`config.mk`:
```
export PLATFORM = sky130hd
export DESIGN_NAME = alu_share_arbiter
export DESIGN_NICKNAME = d
export VERILOG_FILES = /design/src/rtl/alu_share_arbiter.sv
export SDC_FILE = /design/constraint.sdc
export NUM_CORES = 1
export LEC_CHECK = 0
export ABC_AREA = 1
export BUFFER_PORTS_ARGS = -buffer_cell sky130_fd_sc_hd__buf_2
export CORE_AREA = 2 2 208 210
export CTS_CLUSTER_SIZE = 20
export DETAILED_ROUTE_END_ITERATION = 8
export DIE_AREA = 0 0 210 212
export SLEW_MARGIN = 20
export SYNTH_ARGS = -nofsm -noshare
export SYNTH_HDL_FRONTEND = slang
export SYNTH_SLANG_ARGS = --single-unit
```
`constraint.sdc`:
```
create_clock -name clk -period 1.7 [get_ports clk]
set_input_delay 0.34 -clock clk [delete_from_list [all_inputs] [get_ports clk]]
set_output_delay 0.34 -clock clk [all_outputs]
set_load 0.02 [all_outputs]
```
`src/rtl/alu_share_arbiter.sv`:
```
// Shares one combinational ALU slice between execute issue (r0) and address generation (r1).
// Define ALU_ARB_FIXED_PRIO_EN for fixed r0 priority; default build arbitrates round-robin.
module alu_share_arbiter #(
  parameter int unsigned WIDTH = 64
) (
  input  logic             clk,
  input  logic             reset_n,
  input  logic             r0_valid,
  input  logic             r1_valid,
  output logic             r0_ready,
  output logic             r1_ready,
  input  logic [WIDTH-1:0] r0_a,
  input  logic [WIDTH-1:0] r0_b,
  input  logic [WIDTH-1:0] r1_a,
  input  logic [WIDTH-1:0] r1_b,
  input  logic [2:0]       r0_op,
  input  logic [2:0]       r1_op,
  input  logic             r0_setf,
  input  logic             r1_setf,
  output logic [WIDTH-1:0] alu_a,
  output logic [WIDTH-1:0] alu_b,
  output logic [2:0]       alu_select,
  input  logic [WIDTH-1:0] alu_result,
  input  logic             alu_negative,
  input  logic             alu_zero,
  input  logic             alu_overflow,
  input  logic             alu_carry,
  output logic             out_valid,
  input  logic             out_ready,
  output logic [WIDTH-1:0] out_result,
  output logic             out_id,
  output logic [3:0]       nzcv,
  input  logic             flush
);

  localparam int unsigned ST_W = 2;
  localparam logic [ST_W-1:0] IDLE = 2'd0;
  localparam logic [ST_W-1:0] EXEC = 2'd1;
  localparam logic [ST_W-1:0] DONE = 2'd2;

  logic [ST_W-1:0] state;
  logic [ST_W-1:0] state_next;
  logic            grant;
  logic            accept;
  logic            setf_q;
  logic            id_q;

`ifdef ALU_ARB_FIXED_PRIO_EN
  // r0 wins any contention
  always_comb begin
    grant = ~r0_valid & r1_valid;
  end
`else
  logic last_grant;

  // Contention goes to whichever requester did not win last
  always_comb begin
    grant = 1'b0;
    if (r0_valid && r1_valid) begin
      grant = ~last_grant;
    end else begin
      grant = ~r0_valid & r1_valid;
    end
  end
`endif

  always_ff @(posedge clk or negedge reset_n) begin
    if (!reset_n) begin
      state <= IDLE;
    end else begin
      state <= state_next;
    end
  end

  // Next state and handshake; ready is suppressed while reset is asserted
  always_comb begin
    state_next = state;
    accept     = 1'b0;
    r0_ready   = 1'b0;
    r1_ready   = 1'b0;
    case (state)
      IDLE: begin
        if (reset_n && !flush && (r0_valid || r1_valid)) begin
          accept     = 1'b1;
          r0_ready   = ~grant;
          r1_ready   = grant;
          state_next = EXEC;
        end
      end
      EXEC: begin
        state_next = flush ? IDLE : DONE;
      end
      DONE: begin
        if (flush || out_ready) begin
          state_next = IDLE;
        end
      end
      default: begin
        state_next = IDLE;
      end
    endcase
  end

  // Operand capture on accept, result and flag capture at the end of EXEC
  always_ff @(posedge clk or negedge reset_n) begin
    if (!reset_n) begin
      alu_a      <= '0;
      alu_b      <= '0;
      alu_select <= 3'd0;
      setf_q     <= 1'b0;
      id_q       <= 1'b0;
      out_valid  <= 1'b0;
      out_result <= '0;
      out_id     <= 1'b0;
      nzcv       <= 4'b0000;
`ifndef ALU_ARB_FIXED_PRIO_EN
      last_grant <= 1'b1;
`endif
    end else begin
      out_valid <= (state_next == DONE);
      if (accept) begin
        alu_a      <= grant ? r1_a : r0_a;
        alu_b      <= grant ? r1_b : r0_b;
        alu_select <= grant ? r1_op : r0_op;
        setf_q     <= grant ? r1_setf : r0_setf;
        id_q       <= grant;
`ifndef ALU_ARB_FIXED_PRIO_EN
        last_grant <= grant;
`endif
      end
      if ((state == EXEC) && !flush) begin
        out_result <= alu_result;
        out_id     <= id_q;
        if (setf_q) begin
          nzcv <= {alu_negative, alu_zero, alu_carry, alu_overflow};
        end
      end
    end
  end

endmodule
```
==> qor.yml <==
synthesis:
  yosysUniqueCellTypes: 16
  netlist_area_mm2: 0.00969
  ys_seq_area_frac: 0.532
  ys_ff_latch: 206
  avgSynthCellArea_um2: 7.35
  synthesis.nets: 1656
  synthCells: 1318
  yosysWarnings: 0
global_routing:
  grt_pass1_vias: 9742
  grt_pass1_wl_mm: 51.1
  grt_usage: 0.144
  antenna_found_initial: 1
  grt.overflow.total: 0
  grt_max_degree: 81
final_layout:
  syn_to_final_growth_pct: 46.1
  fillers: 4612
  drive_above_1_share: 0.345
  layout_commonest_cell: "nand2_1"
  final_nets: 2183
  layout.cells.most_common_list: "nand2_1 (743), buf_2 (536), dfrtp_1 (205)"
  fin_util: 0.333
placement:
  post-dp-hpwl_mm: 26.0
  port_buffers: 540
  gp_congestion: 0.927
pwr:
  ir_worst_vdd_uv: 571
  p_sw_frac: 0.350
  leakage_nw: 8.57
  internal-power_mw: 11.5
  p_clk_frac: 0.320
  total_power_mw: 17.7
  power.net_switching_mw: 6.18
  powerDensity_mw_per_mm2: 1250
  p_comb_frac: 0.302
  seqPwrFrac: 0.377
routing:
  drt_iter0_drc: 645
  drt_first_pass_iters: 5
  via_per_inst: 4.26
  ant_nets: 0
  wl_per_cell_um: 13.9
  route.detailed.drc: 0
  num_vias: 10300
  drt_wl_total_mm: 33.4
setup_path:
  crit_arrival_ns: 1.49
  critPathBufInv: 3
  criticalPathCategory: "reg -> out"
  cp_cell_sequence: "nor2_1 -> buf_4 -> nand2_4 -> nor2_4 -> nand2_2 -> inv_2 -> buf_6"
  critPathLaunchType: "register"
  worstPathMaxFanout: 3
  end_kind: "primary output"
  required_ns: 1.36
  critPathSlowestCell: "dfrtp_1"
  critical-path-top-delay-family: "flip-flops"
  slowest_delay_ns: 0.38
outcome:
  violations: "setup timing"
  outcome: "finished, violations left"
floorplan:
  coreArea_mm2: 0.0425
  initial_utilization: 0.228
  die_x_um: 210
  fp.dieH_um: 212
  rows: 76
  ios: 541
  die-area_mm2: 0.0445
cts:
  clk_root_buffer_cell: "clkbuf_16"
  clk_path_buf_depth: 3
  cts_tree: "yes"
  clk_pin_slew_ns: 0.06
  numCtsBuffers: 25
  clock_latency_ns: 0.52
  clock_sinks: 206
  htreeDepth: 1
timing:
  grt_setup_unrepaired: "yes"
  worst_pin_slew_ns: 0.541
  drv_slew: 0
  post-route-period-util: 1.08
  final-setup-viol-count: 2
  hold_viol: 0
  period_minus_slack_ns: 1.83
  skew_ns: 0.00969
  setup_slack_ns: -0.133
  slew_headroom: 0.639
  max_freq_mhz: 545
worst_hold_path:
  hp-class: "in -> reg"
run:
  max_cap_violations: 0
[final cells by class]
type / count / area [µm²] / area share
diodes: 1 / 2.50 / 0.000177
clock buffers: 29 / 671 / 0.0474
clock inverters: 16 / 214 / 0.0151
inverters: 73 / 274 / 0.0194
multi-input cells: 954 / 3900 / 0.276
flip-flops and latches: 206 / 5160 / 0.364
well taps: 546 / 683 / 0.0483
repair buffers: 585 / 3250 / 0.230
[Yosys cell counts]
cell / count / share of area
buf_2: 33 / 0.017
buf_4: 9 / 0.0070
buf_6: 1 / 0.0012
clkbuf_1: 42 / 0.016
dfrtp_1: 205 / 0.53
dfstp_2: 1 / 0.0027
inv_1: 71 / 0.028
inv_2: 2 / 0.00078
nand2_1: 746 / 0.29
nand2_2: 2 / 0.0013
nand3_1: 132 / 0.068
nand3_2: 2 / 0.0021
nand4_1: 1 / 0.00065
nor2_1: 3 / 0.0012
nor2_4: 1 / 0.0012
o21ai_0: 67 / 0.035
[state kept, by name, indices dropped and copies added (netlist names)]
signal	count
out_result	64
out_valid	1
alu_b	64
id_q	1
alu_a	64
last_grant	1
nzcv	4
setf_q	1
out_id	1
alu_select	3
state	2
[metrics by stage]
step | hold WS (ns) | setup slack, ns | TNS, ns | instance area [µm²] | cells
3_3_place_gp | 0.457 | 0.161 | 0 | 13200 | 2357
5_1_grt | 0.0192 | -0.255 | -0.433 | 14200 | 2410
6_report | 0.0328 | -0.133 | -0.221 | 14200 | 2410
2_1_floorplan | 0.0444 | 0.0155 | 0 | 9690 | 1318
3_5_place_dp | 0.460 | 0.148 | 0 | 13200 | 2357
4_1_cts | 0.00163 | -0.223 | -0.372 | 14100 | 2408
[metal layers]
layer	routed length, µm	vias to the layer above	global-route usage
met5	0	-	0
met4	1070	0	0.0531
met3	2410	56	0.0290
met2	16500	411	0.258
met1	13400	4709	0.171
li1	-	5100	-
[final timing paths]
check | depth (start not counted) | slack [ns] | from | end
worst max-delay path | 7 | -0.13 | state[0]$_DFF_PN0_ | r1_ready
worst min-delay path | 3 | 0.03 | alu_negative | nzcv[3]$_DFFE_PN0P_
worst max register to register | 7 | 0.14 | last_grant$_DFFE_PN1P_ | alu_a[40]$_DFFE_PN0P_
worst min register to register | 2 | 0.47 | alu_b[51]$_DFFE_PN0P_ | alu_b[51]$_DFFE_PN0P_
max in group asynchronous | 4 | 0.46 | reset_n | alu_b[2]$_DFFE_PN0P_
min in group asynchronous | 3 | 0.44 | reset_n | alu_b[51]$_DFFE_PN0P_
[power by group through the flow]
stage / Combinational [mW] / Clock (mW) / Sequential, mW
detailed placement: 5.39 / 0 / 6.73
global route: 5.87 / 6.03 / 6.80
CTS: 5.42 / 5.86 / 6.67
finish: 5.34 / 5.66 / 6.66
global placement: 5.35 / 0 / 6.70
floorplan: 1.61 / 0 / 8.09
[worst min-delay path: stages]
cell and delay, ns:
buf_2 0.08, nand2_1 0.05, nand2_1 0.05
[timing repair]
action                                  in CTS  in global routing
hold endpoints to repair                    26                  0
setup buffers                                5                  1
pin swaps                                    6                  5
endpoints found under the setup margin       2                  2
hold buffers                                 1                  0
gates resized for setup                      7                  4
[cell families after synthesis]
group | share of synthesized area
AND/OR/NAND/NOR | 0.364
flip-flops | 0.532
buffers and inverters | 0.0697
AO/OA/AOI/OAI | 0.0346
No activity file was read; power rests on OpenSTA's default activity.
